**config.mk**
```make
export PLATFORM = sky130hd
export DESIGN_NAME = rx_phy_flat
export DESIGN_NICKNAME = d
export VERILOG_FILES = /design/src/rtl/rx_phy_if.sv /design/src/rtl/rx_phy.sv /design/src/flat_wrapper.sv
export SDC_FILE = /design/constraint.sdc
export NUM_CORES = 1
export LEC_CHECK = 0
export BUFFER_PORTS_ARGS = -buffer_cell sky130_fd_sc_hd__buf_2
export CAP_MARGIN = 15
export CORE_UTILIZATION = 50
export DETAILED_ROUTE_END_ITERATION = 8
export PLACE_DENSITY = 0.72
export SYNTH_ARGS = -nofsm -noshare
export SYNTH_HDL_FRONTEND = slang
export SYNTH_SLANG_ARGS = --single-unit
```
**constraint.sdc**
```tcl
create_clock -name ETH_RXCLK -period 4.6 [get_ports ETH_RXCLK]
set_input_delay 0 -clock ETH_RXCLK [delete_from_list [all_inputs] [get_ports ETH_RXCLK]]
set_output_delay 0 -clock ETH_RXCLK [all_outputs]
set_load 0.03 [all_outputs]
```
**src/rtl/rx_phy_if.sv**
```systemverilog
// Received byte stream and per-frame status produced by rx_phy.
// The master drives the stream; a downstream consumer uses the slave view.
interface rx_phy_if;
  logic [7:0]  M_DATA;
  logic        M_VALID;
  logic        M_SOF;
  logic        M_EOF;
  logic        M_ERR;
  logic        STAT_VALID;
  logic [10:0] STAT_LEN;
  logic        STAT_CRC_OK;

  modport master (
    output M_DATA, M_VALID, M_SOF, M_EOF, M_ERR,
    output STAT_VALID, STAT_LEN, STAT_CRC_OK
  );

  modport slave (
    input M_DATA, M_VALID, M_SOF, M_EOF, M_ERR,
    input STAT_VALID, STAT_LEN, STAT_CRC_OK
  );
endinterface

```
**src/rtl/rx_phy.sv**
```systemverilog
// RGMII receive framer: strips preamble/SFD and emits bytes with sof/eof/err and per-frame status.
// Optional FCS checking is compiled in when RX_CRC_CHECK_EN is defined.
module rx_phy #(
  parameter int MIN_PRE = 1,
  parameter int MAX_LEN = 1518
) (
  input  logic        ETH_RXCLK,
  input  logic        RSTN,
  input  logic [3:0]  RXD_R,
  input  logic [3:0]  RXD_F,
  input  logic        RXCTL_R,
  input  logic        RXCTL_F,
  rx_phy_if.master    m,
  output logic [15:0] FRAME_CNT,
  output logic [15:0] DROP_CNT
);

  typedef enum logic [1:0] {
    IDLE,
    PRE,
    DATA,
    DROP
  } state_e;

  // Input stage
  logic [7:0] in_byte_q;
  logic       in_dv_q;
  logic       in_er_q;

  // NOTE: reset is synchronous, so it lives inside the clocked block and is sampled on the edge.
  always_ff @(posedge ETH_RXCLK) begin
    if (!RSTN) begin
      in_byte_q <= 8'h00;
      in_dv_q   <= 1'b1;
      in_er_q   <= 1'b0;
    end else begin
      in_byte_q <= {RXD_F, RXD_R};
      in_dv_q   <= RXCTL_R;
      in_er_q   <= RXCTL_R ^ RXCTL_F;
    end
  end

  // Framer state
  state_e      state_q;
  logic        prev_dv_q;
  logic [2:0]  pre_cnt_q;
  logic [10:0] len_q;
  logic        sticky_q;
  logic        have_q;
  logic        sof_pend_q;
  logic [7:0]  hold_q;

  logic [7:0]  data_q;
  logic        valid_q;
  logic        sof_q;
  logic        eof_q;
  logic        err_q;
  logic        stat_valid_q;
  logic [10:0] stat_len_q;
  logic        stat_crc_ok_q;
  logic [15:0] frame_cnt_q;
  logic [15:0] drop_cnt_q;

  logic        dv_rise;
  logic        pre_ok;
  logic [2:0]  pre_cnt_d;
  logic [11:0] len_inc;
  logic [10:0] len_d;
  logic        oversize;
  logic        crc_ok;
  logic        crc_fail;

  assign dv_rise   = in_dv_q & ~prev_dv_q;
  assign pre_ok    = int'(pre_cnt_q) >= MIN_PRE;
  assign pre_cnt_d = (pre_cnt_q == 3'd7) ? pre_cnt_q : pre_cnt_q + 3'd1;
  assign len_inc   = {1'b0, len_q} + 12'd1;
  assign len_d     = (len_q == 11'h7FF) ? len_q : len_inc[10:0];
  assign oversize  = int'(len_inc) > MAX_LEN;

`ifdef RX_CRC_CHECK_EN
  logic [31:0] crc_q;
  logic [31:0] crc_d;

  function automatic logic [31:0] crc_step(input logic [31:0] c, input logic [7:0] b);
    logic [31:0] r;
    r = c ^ {24'd0, b};
    for (int i = 0; i < 8; i++) begin
      r = r[0] ? ((r >> 1) ^ 32'hEDB88320) : (r >> 1);
    end
    return r;
  endfunction

  assign crc_d    = crc_step(crc_q, in_byte_q);
  // Register value left after a frame whose appended FCS is correct.
  assign crc_ok   = (crc_q == 32'hDEBB20E3);
  assign crc_fail = ~crc_ok;

  always_ff @(posedge ETH_RXCLK) begin
    if (!RSTN) begin
      crc_q <= 32'hFFFFFFFF;
    end else if (state_q == PRE) begin
      crc_q <= 32'hFFFFFFFF;
    end else if (state_q == DATA && in_dv_q) begin
      crc_q <= crc_d;
    end
  end
`else
  assign crc_ok   = 1'b0;
  assign crc_fail = 1'b0;
`endif

  // NOTE: all state below uses non-blocking assignment so every register sees pre-edge values.
  always_ff @(posedge ETH_RXCLK) begin
    if (!RSTN) begin
      state_q       <= IDLE;
      prev_dv_q     <= 1'b1;
      pre_cnt_q     <= 3'd0;
      len_q         <= 11'd0;
      sticky_q      <= 1'b0;
      have_q        <= 1'b0;
      sof_pend_q    <= 1'b0;
      hold_q        <= 8'h00;
      data_q        <= 8'h00;
      valid_q       <= 1'b0;
      sof_q         <= 1'b0;
      eof_q         <= 1'b0;
      err_q         <= 1'b0;
      stat_valid_q  <= 1'b0;
      stat_len_q    <= 11'd0;
      stat_crc_ok_q <= 1'b0;
      frame_cnt_q   <= 16'd0;
      drop_cnt_q    <= 16'd0;
    end else begin
      prev_dv_q    <= in_dv_q;
      valid_q      <= 1'b0;
      sof_q        <= 1'b0;
      eof_q        <= 1'b0;
      err_q        <= 1'b0;
      stat_valid_q <= 1'b0;

      case (state_q)
        IDLE: begin
          if (dv_rise) begin
            if (in_byte_q == 8'h55) begin
              state_q   <= PRE;
              pre_cnt_q <= 3'd1;
            end else begin
              state_q <= DROP;
            end
          end
        end

        PRE: begin
          if (!in_dv_q) begin
            state_q    <= IDLE;
            drop_cnt_q <= drop_cnt_q + 16'd1;
          end else if (in_er_q) begin
            state_q    <= DROP;
            drop_cnt_q <= drop_cnt_q + 16'd1;
          end else if (in_byte_q == 8'h55) begin
            pre_cnt_q <= pre_cnt_d;
          end else if (in_byte_q == 8'hD5 && pre_ok) begin
            state_q    <= DATA;
            len_q      <= 11'd0;
            sticky_q   <= 1'b0;
            have_q     <= 1'b0;
            sof_pend_q <= 1'b1;
          end else begin
            state_q    <= DROP;
            drop_cnt_q <= drop_cnt_q + 16'd1;
          end
        end

        DATA: begin
          // Emitting lags reception by one byte so the final byte can carry eof.
          if (have_q) begin
            data_q     <= hold_q;
            valid_q    <= 1'b1;
            sof_q      <= sof_pend_q;
            sof_pend_q <= 1'b0;
          end

          if (in_dv_q) begin
            if (oversize) begin
              eof_q         <= 1'b1;
              err_q         <= 1'b1;
              stat_valid_q  <= 1'b1;
              stat_len_q    <= len_q;
              stat_crc_ok_q <= 1'b0;
              drop_cnt_q    <= drop_cnt_q + 16'd1;
              have_q        <= 1'b0;
              state_q       <= DROP;
            end else begin
              hold_q   <= in_byte_q;
              have_q   <= 1'b1;
              len_q    <= len_d;
              sticky_q <= sticky_q | in_er_q;
            end
          end else begin
            state_q <= IDLE;
            have_q  <= 1'b0;
            if (have_q) begin
              eof_q         <= 1'b1;
              err_q         <= sticky_q | crc_fail;
              stat_valid_q  <= 1'b1;
              stat_len_q    <= len_q;
              stat_crc_ok_q <= crc_ok;
              if (sticky_q | crc_fail) begin
                drop_cnt_q <= drop_cnt_q + 16'd1;
              end else begin
                frame_cnt_q <= frame_cnt_q + 16'd1;
              end
            end else begin
              drop_cnt_q <= drop_cnt_q + 16'd1;
            end
          end
        end

        DROP: begin
          if (!in_dv_q) begin
            state_q <= IDLE;
          end
        end

        default: state_q <= IDLE;
      endcase
    end
  end

  assign m.M_DATA      = data_q;
  assign m.M_VALID     = valid_q;
  assign m.M_SOF       = sof_q;
  assign m.M_EOF       = eof_q;
  assign m.M_ERR       = err_q;
  assign m.STAT_VALID  = stat_valid_q;
  assign m.STAT_LEN    = stat_len_q;
  assign m.STAT_CRC_OK = stat_crc_ok_q;
  assign FRAME_CNT     = frame_cnt_q;
  assign DROP_CNT      = drop_cnt_q;

endmodule
```
**src/flat_wrapper.sv**
```systemverilog
// flat-port wrapper written by rule: the top's interface ports become plain ports
module rx_phy_flat 
#(
  parameter int MIN_PRE = 1,
  parameter int MAX_LEN = 1518
)
  (ETH_RXCLK, RSTN, RXD_R, RXD_F, RXCTL_R, RXCTL_F, FRAME_CNT, DROP_CNT, m_M_DATA, m_M_VALID, m_M_SOF, m_M_EOF, m_M_ERR, m_STAT_VALID, m_STAT_LEN, m_STAT_CRC_OK);
  rx_phy_if m_i ();
  input  logic ETH_RXCLK;
  input  logic RSTN;
  input  logic [3:0] RXD_R;
  input  logic [3:0] RXD_F;
  input  logic RXCTL_R;
  input  logic RXCTL_F;
  output logic [15:0] FRAME_CNT;
  output logic [15:0] DROP_CNT;
  output wire logic [$bits(m_i.M_DATA)-1:0] m_M_DATA;
  output wire logic [$bits(m_i.M_VALID)-1:0] m_M_VALID;
  output wire logic [$bits(m_i.M_SOF)-1:0] m_M_SOF;
  output wire logic [$bits(m_i.M_EOF)-1:0] m_M_EOF;
  output wire logic [$bits(m_i.M_ERR)-1:0] m_M_ERR;
  output wire logic [$bits(m_i.STAT_VALID)-1:0] m_STAT_VALID;
  output wire logic [$bits(m_i.STAT_LEN)-1:0] m_STAT_LEN;
  output wire logic [$bits(m_i.STAT_CRC_OK)-1:0] m_STAT_CRC_OK;
  assign m_M_DATA = m_i.M_DATA;
  assign m_M_VALID = m_i.M_VALID;
  assign m_M_SOF = m_i.M_SOF;
  assign m_M_EOF = m_i.M_EOF;
  assign m_M_ERR = m_i.M_ERR;
  assign m_STAT_VALID = m_i.STAT_VALID;
  assign m_STAT_LEN = m_i.STAT_LEN;
  assign m_STAT_CRC_OK = m_i.STAT_CRC_OK;
  rx_phy #(.MIN_PRE(MIN_PRE), .MAX_LEN(MAX_LEN)) u_core (.ETH_RXCLK(ETH_RXCLK), .RSTN(RSTN), .RXD_R(RXD_R), .RXD_F(RXD_F), .RXCTL_R(RXCTL_R), .RXCTL_F(RXCTL_F), .m(m_i), .FRAME_CNT(FRAME_CNT), .DROP_CNT(DROP_CNT));
endmodule
```
==> results of run 1 <==
-- sequential cells by signal, indices dropped and copies added (netlist names), 2 cells and up --
name	flops
u_core.state_q	2
u_core.in_byte_q	8
u_core.DROP_CNT	16
u_core.len_q	11
u_core.FRAME_CNT	16
u_core.m.M_DATA	8
u_core.m.STAT_LEN	11
u_core.pre_cnt_q	3
u_core.hold_q	8
-- cell type report --
class / instances / area (µm²)
clock buffers: 10 / 138
clock inverters: 6 / 52.6
fillers: 772 / 3310
inverters: 15 / 56.3
multi-input cells: 387 / 2320
flip-flops and latches: 93 / 1860
well taps: 105 / 131
repair buffers: 81 / 465
-- cells by family (layout without fill, tap and decap cells) --
family,after synthesis,after routing,share of synthesized area
AND/OR/NAND/NOR,233,233,0.267
AO/OA/AOI/OAI,112,112,0.165
flip-flops,93,93,0.424
buffers and inverters,47,112,0.0473
XOR/XNOR,18,18,0.0359
adder cells (fa/ha/maj),12,12,0.0342
multiplexers,11,11,0.0251
other,1,1,0.000854
-- per-stage QoR --
stage / power (W) / cell area [µm²]
after floorplan: 0.00124 / 4390
final: 0.00186 / 5030
after global routing: 0.00196 / 5030
after global placement: 0.00133 / 4740
after CTS: 0.00187 / 5030
after detailed placement: 0.00134 / 4740
-- routing by layer --
layer | share of wire | track usage | vias to the layer above | routed length, µm
met5 | 0 | 0 | - | 0
li1 | - | - | 1991 | -
met4 | 0.013 | 0.0585 | 0 | 134
met3 | 0.052 | 0.0600 | 14 | 532
met1 | 0.47 | 0.283 | 1872 | 4780
met2 | 0.46 | 0.375 | 118 | 4710
-- power groups by stage --
stage / clock network [W] / logic [W] / registers (W)
floorplan: 0 / 0.000356 / 0.000886
finish: 0.000527 / 0.000472 / 0.000864
detailed placement: 0 / 0.000458 / 0.000882
CTS: 0.000540 / 0.000466 / 0.000863
global placement: 0 / 0.000447 / 0.000881
global route: 0.000572 / 0.000520 / 0.000869
-- repair_timing --
action                                  in CTS  in global routing
hold buffers                                10                  0
hold endpoints to repair                    10                  0
endpoints found under the setup margin       0                  0
-- cells in the mapped netlist (all sizes together) (9+ instances only) --
| library cell | number |
|---|---|
| nand2b | 9 |
| and2 | 10 |
| clkbuf | 22 |
| mux2i | 11 |
| and3 | 10 |
| o21ai | 27 |
| dfxtp | 93 |
| o31ai | 9 |
| nand2 | 77 |
| buf | 10 |
| a21oi | 36 |
| nor2 | 35 |
| nand4 | 15 |
| nor3 | 14 |
| xor2 | 14 |
| inv | 13 |
| ha | 12 |
| nand3 | 32 |
-- worst max-delay path, delay by kind of cell, from the launching register on --
kind	cells	cell delay, ps
AO/OA/AOI/OAI	3	1130
adder cells (fa/ha/maj)	1	390
flip-flops	1	500
AND/OR/NAND/NOR	4	1100
-- path summary, 6_finish.rpt --
| path | from | end | slack, ps | cells after the start |
|---|---|---|---|---|
| worst min register to register | u_core.hold_q[6] | u_core.m.M_DATA[6] | 450 | 2 |
| worst min-delay path | RSTN | u_core.prev_dv_q | 200 | 3 |
| worst max register to register | u_core.len_q[0] | u_core.DROP_CNT[12] | 1390 | 8 |
| worst max-delay path | u_core.len_q[0] | u_core.DROP_CNT[12] | 1390 | 8 |
==> impl_metrics.ini, run 1 <==
[worst_setup_path]
critical_path_arrival_ps = 3480
start_kind = register
path_cells = ha_1 -> nor2b_1 -> nand4_1 -> and3_1 -> or4b_4 -> o211ai_2 -> o311ai_0 -> o41ai_1
critPathCaptureType = register
path_class = register to register
worstPathMaxFanout = 24
crit_path_max_incr_delay_ps = 750
crit_path_top_delay_cell = o211ai_2
required_ps = 4870

[global_routing]
grt_util_all_layers = 0.224
grt_max_degree = 61
antenna_found_initial = 0
overflow = 0
grt_pass1_wl_mm = 15.8
grt_pass1_vias = 3386

[logic_synthesis]
yosys_warnings = 0
yosys-top-cells-area = dfxtp_1 (42%), nand2_1 (6.6%), a21oi_1 (4.0%), nand3_1 (3.6%), ha_1 (3.4%)
synth_largest_area_cell = dfxtp_1
synth_nets = 551
synth_cells = 527
syn_area_per_cell_um2 = 8.33
synthDistinctLibCells = 62
synth_seq_cells = 93
synthArstFlopShare = 0
ys.flop_type = dfxtp_1
netlist.area_leader.share = 0.424
seq_area_frac_synth = 0.424
synth_enable_flop_cells = 0
syn-cell-area_mm2 = 0.00439

[route]
avgViaCountPerCell = 5.73
firstDrtPassIters = 5
antenna_left = 0
wl_per_cell_um = 14.6
drtIter0Drc = 224
dr_total_vias = 3995
routed_wirelength_mm = 10.2
drc_errors = 0

[sta]
fin_worst_skew_ps = 14.7
slew_headroom = 0.413
finalSetupTns_ps = 0
finalWorstSetupSlack_ps = 1390
setup_viol = 0
maxSlewViolCount = 0
worst_pin_slew_ps = 877
hold_viol = 0
hold_slack_ps = 204
period_share = 0.697
timing.fmax_ghz = 0.312
rsz0062_at_grt = no
finalCriticalPeriod_ps = 3210

[floorplanning]
die_width_um = 95.7
placement_rows = 33
die_area_mm2 = 0.00916
core_mm2 = 0.00834
start_util = 0.526
die_y_um = 95.7
io_pins = 69

[cts]
cts_max_level = 3
post_cts_buffers = 0
root_buffer = clkbuf_8
cts_resized = 0
cts_max_path_buffers = 2
clkLatencyLatePin_ps = 370
clk_pin_slew_ps = 100
cts_tree = built
clock_sinks = 93
numCtsBuffers = 9

[run_status]
outcome = completed

[finish]
fin_util = 0.603
nets = 611
drive_gt1_frac = 0.166
final_cells = 697
layout_common_cells = dfxtp_1 (93), nand2_1 (77), buf_2 (67)
areaGrowthSynthToFinish_pct = 14.5
antenna_cells = 0
layout_commonest_cell = dfxtp_1

[placed_design]
pre_cts_ws_ps = 1450
globalplace.congestion = 0.899
hpwl_mm = 6.87
portBuffers = 67
dpl.cell_count = 671

[flow_run]
cap_violations = 0

[power]
irDropWorstVdd_uv = 184
intPower_w = 0.00120
switching_share = 0.355
combPwrFrac = 0.253
p_leak_nw = 1.92
power.density_mw_per_mm2 = 370
sequentialPowerShare = 0.464
p_sw_w = 0.000661
power_frac_clock = 0.283

[hold_path]
hold_class = input port to register
(Power assumes the default switching activity.)
==> run 2, diff against run 1 <==
==> constraint.sdc (replaced) <==
create_clock -name ETH_RXCLK -period 3.29 [get_ports ETH_RXCLK]
set_input_delay 0 -clock ETH_RXCLK [delete_from_list [all_inputs] [get_ports ETH_RXCLK]]
set_output_delay 0 -clock ETH_RXCLK [all_outputs]
set_load 0.03 [all_outputs]
==> impl_metrics.ini, run 2 (synthesized netlist as in run 1, its figures left out) <==
[floorplanning]
die_width_um = 95.7
core_mm2 = 0.00834
die_area_mm2 = 0.00916
io_pins = 69
start_util = 0.526
placement_rows = 33
die_y_um = 95.7

[placed_design]
globalplace.congestion = 0.868
hpwl_mm = 7.22
pre_cts_ws_ps = 357
portBuffers = 67

[route]
drtIter0Drc = 206
routed_wirelength_mm = 10.4
dr_total_vias = 3984
avgViaCountPerCell = 5.64
antenna_left = 0
firstDrtPassIters = 4
drc_errors = 0
wl_per_cell_um = 14.8

[worst_setup_path]
required_ps = 3580
start_kind = register
path_class = register to register
path_cells = ha_1 -> inv_1 -> o21ai_0 -> a31oi_1 -> o31ai_1 -> a211oi_2 -> or2_1 -> a31oi_1
crit_path_top_delay_cell = o31ai_1
path_buf_inv = 1
worstPathMaxFanout = 9
worst_path_most_repeated_cell = a31oi_1
critPathCaptureType = register
cp_top_family = compound AO/OA/AOI/OAI gates
crit_path_max_incr_delay_ps = 760
critical_path_arrival_ps = 3280

[power]
p_leak_nw = 1.97
power.density_mw_per_mm2 = 536
irDropWorstVdd_uv = 287
total_power_w = 0.00275

[sta]
finalWorstSetupSlack_ps = 298
slew_headroom = 0.421
worst_pin_slew_ps = 862
finalSetupTns_ps = 0
timing.fmax_ghz = 0.334
maxSlewViolCount = 0
period_share = 0.909
rsz0062_at_grt = no
setup_viol = 0
fin_worst_skew_ps = 12.4
finalCriticalPeriod_ps = 2990
hold_viol = 0
hold_slack_ps = 379

[cts]
clkLatencyLatePin_ps = 360
cts_tree = built
cts_max_path_buffers = 2
numCtsBuffers = 9
cts_resized = 0
post_cts_buffers = 0
root_buffer = clkbuf_8
clock_sinks = 93
ctsHoldBuffers = 11
cts_max_level = 3
clk_pin_slew_ps = 100

[global_routing]
grt_util_all_layers = 0.237
overflow = 0
grt_max_degree = 55
antenna_found_initial = 0
grt_pass1_wl_mm = 16.9
grt_pass1_vias = 3599

[finish]
drive_gt1_frac = 0.176
layout_commonest_cell = dfxtp_1
nets = 620
layout_common_cells = dfxtp_1 (93), nand2_1 (77), buf_2 (67)
nFillCells = 757
areaGrowthSynthToFinish_pct = 16.6
antenna_cells = 0

[hold_path]
hold_class = input port to register

[run_status]
outcome = completed

[flow_run]
cap_violations = 0
==> run 2: changes by cell type in the layout (fill, tap and decap cells not counted) <==
cell,previous run,this run
buf_4,4,12
bufinv_16,0,1
clkbuf_8,10,9
clkinv_8,0,1
clkinvlp_4,2,1
dlygate4sd3_1,10,11
==> run 2: layer usage <==
metal / up-vias / GRT usage / wire (µm)
met5: - / 0 / 0
met1: 1843 / 0.303 / 4850
met4: 0 / 0.0945 / 172
met3: 18 / 0.0411 / 489
met2: 109 / 0.396 / 4910
li1: 2014 / - / -
==> run 2: path summary, 6_finish.rpt <==
check	startpoint	slack (ps)	end	cells past startpoint
min	RXD_R[1]	380	u_core.in_byte_q[1]	3
min reg2reg	u_core.hold_q[6]	450	u_core.m.M_DATA[6]	2
max	u_core.len_q[0]	300	u_core.len_q[8]	8
max reg2reg	u_core.len_q[0]	300	u_core.len_q[8]	8
==> run 2: final cells by class <==
type / instances / area, µm² / share of cell area
multi-input combinational: 387 / 2320 / 0.453
sequential: 93 / 1860 / 0.364
timing repair buffer: 90 / 536 / 0.105
tap: 105 / 131 / 0.0257
clock buffer: 9 / 124 / 0.0242
clock inverter: 7 / 91.3 / 0.0178
inverter: 15 / 56.3 / 0.0110
==> run 2: worst register-to-register path: stages (launching register included) <==
cell and delay [ps]:
dfxtp_1 490, ha_1 380, inv_1 190, o21ai_0 200, a31oi_1 150, o31ai_1 760
a211oi_2 300, or2_1 290, a31oi_1 160
==> run 2: per-stage QoR <==
step	util	instances	area, µm²
after global routing	0.614	706	5120
after CTS	0.614	706	5120
final	0.614	706	5120
after detailed placement	0.575	679	4800
after floorplan	-	527	4390
after global placement	0.575	679	4800
==> run 2: power by group <==
part,total [W],internal [W],switching [W]
registers,0.00121,0.00117,0.0000403
clock network,0.000819,0.000370,0.000449
logic,0.000720,0.000245,0.000475
total,0.00275,0.00178,0.000964
==> run 3, diff against run 2 <==
--- a/config.mk
+++ b/config.mk
@@ -7,6 +7,7 @@
 export LEC_CHECK = 0
 export BUFFER_PORTS_ARGS = -buffer_cell sky130_fd_sc_hd__buf_2
 export CAP_MARGIN = 15
+export CORE_ASPECT_RATIO = 1.1
 export CORE_UTILIZATION = 50
 export DETAILED_ROUTE_END_ITERATION = 8
 export PLACE_DENSITY = 0.72
==> constraint.sdc (replaced) <==
create_clock -name ETH_RXCLK -period 3.35 [get_ports ETH_RXCLK]
set_input_delay 0 -clock ETH_RXCLK [delete_from_list [all_inputs] [get_ports ETH_RXCLK]]
set_output_delay 0 -clock ETH_RXCLK [all_outputs]
set_load 0.03 [all_outputs]
==> impl_metrics.ini, run 3 (synthesized netlist as in run 1, its figures left out) <==
[run_status]
outcome = completed

[route]
antenna_left = 0
drtIter0Drc = 202
firstDrtPassIters = 5
avgViaCountPerCell = 5.75
drc_errors = 0
wl_per_cell_um = 14.6
routed_wirelength_mm = 10.4
dr_total_vias = 4081

[power]
p_leak_nw = 1.96
irDropWorstVdd_uv = 258
total_power_w = 0.00265
power.density_mw_per_mm2 = 520

[placed_design]
dpl.cell_count = 684
hpwl_mm = 7.10
portBuffers = 67
globalplace.congestion = 0.971

[sta]
timing.fmax_ghz = 0.336
maxSlewViolCount = 0
hold_viol = 0
worst_pin_slew_ps = 849
finalSetupTns_ps = 0
hold_slack_ps = 103
period_share = 0.889
fin_worst_skew_ps = 13.8
slew_headroom = 0.429
finalCriticalPeriod_ps = 2980
setup_viol = 0
rsz0062_at_grt = no

[cts]
cts_max_path_buffers = 2
numCtsBuffers = 9
ctsHoldBuffers = 10
cts_max_level = 3
root_buffer = clkbuf_8
clkLatencyLatePin_ps = 370
clk_pin_slew_ps = 100
post_cts_buffers = 0
cts_tree = built
clock_sinks = 93
cts_resized = 0

[worst_setup_path]
worstPathMaxFanout = 9
worstReg2RegStart = u_core.len_q[0]
path_class = register to register
critical_path_arrival_ps = 3230
ff2ff_setup_slack_ps = 370
start_kind = register
cp-startpoint = u_core.len_q[0]
critPathCaptureType = register
required_ps = 3610

[hold_path]
hold_class = input port to register
worstHoldStart = RSTN

[flow_run]
cap_violations = 0

[finish]
final_cells = 710
nFillCells = 735
drive_gt1_frac = 0.175
layout_common_cells = dfxtp_1 (93), nand2_1 (77), buf_2 (67)
layout_commonest_cell = dfxtp_1
areaGrowthSynthToFinish_pct = 16.1
nets = 618
antenna_cells = 0

[floorplanning]
io_pins = 69
die_area_mm2 = 0.00916
start_util = 0.519
core_mm2 = 0.00845
die_y_um = 100
placement_rows = 35
die_width_um = 91.3

[global_routing]
overflow = 0
antenna_found_initial = 0
grt_util_all_layers = 0.236
grt_max_degree = 55
grt_pass1_wl_mm = 17.5
grt_pass1_vias = 3674
[run 3: cell type report]
type | count | area (µm²) | share of cell area
clock buffers | 9 | 124 | 0.0243
clock inverters | 7 | 76.3 | 0.0150
inverters | 15 | 56.3 | 0.0110
multi-input cells | 387 | 2320 | 0.455
flip-flops and latches | 93 | 1860 | 0.365
well taps | 111 | 139 | 0.0273
repair buffers | 88 | 518 | 0.102
[run 3: metrics by stage]
| step | utilization | instance area, µm² | setup WS, ps |
|---|---|---|---|
| 2_1_floorplan | - | 4390 | 717 |
| 3_3_place_gp | 0.567 | 4800 | 544 |
| 3_5_place_dp | 0.567 | 4800 | 436 |
| 4_1_cts | 0.603 | 5100 | 420 |
| 5_1_grt | 0.603 | 5100 | 139 |
| 6_report | 0.603 | 5100 | 371 |
[run 3: final timing paths]
| check | endpoint | depth (start not counted) |
|---|---|---|
| max | u_core.len_q[9] | 8 |
| min | u_core.DROP_CNT[5] | 3 |
| max reg2reg | u_core.len_q[9] | 8 |
| min reg2reg | u_core.m.M_DATA[6] | 2 |
[run 3: critical path, stage by stage, from the launching register on]
cell      delay [ps]
dfxtp_1          490
ha_1             380
nor2b_1          190
nand4_1          130
a31o_2           290
o31ai_1          690
a211oi_2         220
mux2i_1          160
a311o_1          320
[run 3: layer usage]
metal	vias up	track usage	share of wire
met2	143	0.403	0.48
met5	-	0	0
li1	2003	-	-
met4	0	0.0904	0.019
met1	1908	0.296	0.45
met3	27	0.0462	0.049
[run 3: where the power goes]
part           leakage [nW]  internal, W  switching [W]
combinational          1.11     0.000240       0.000472
sequential            0.753      0.00115      0.0000388
clock                 0.103     0.000297       0.000454
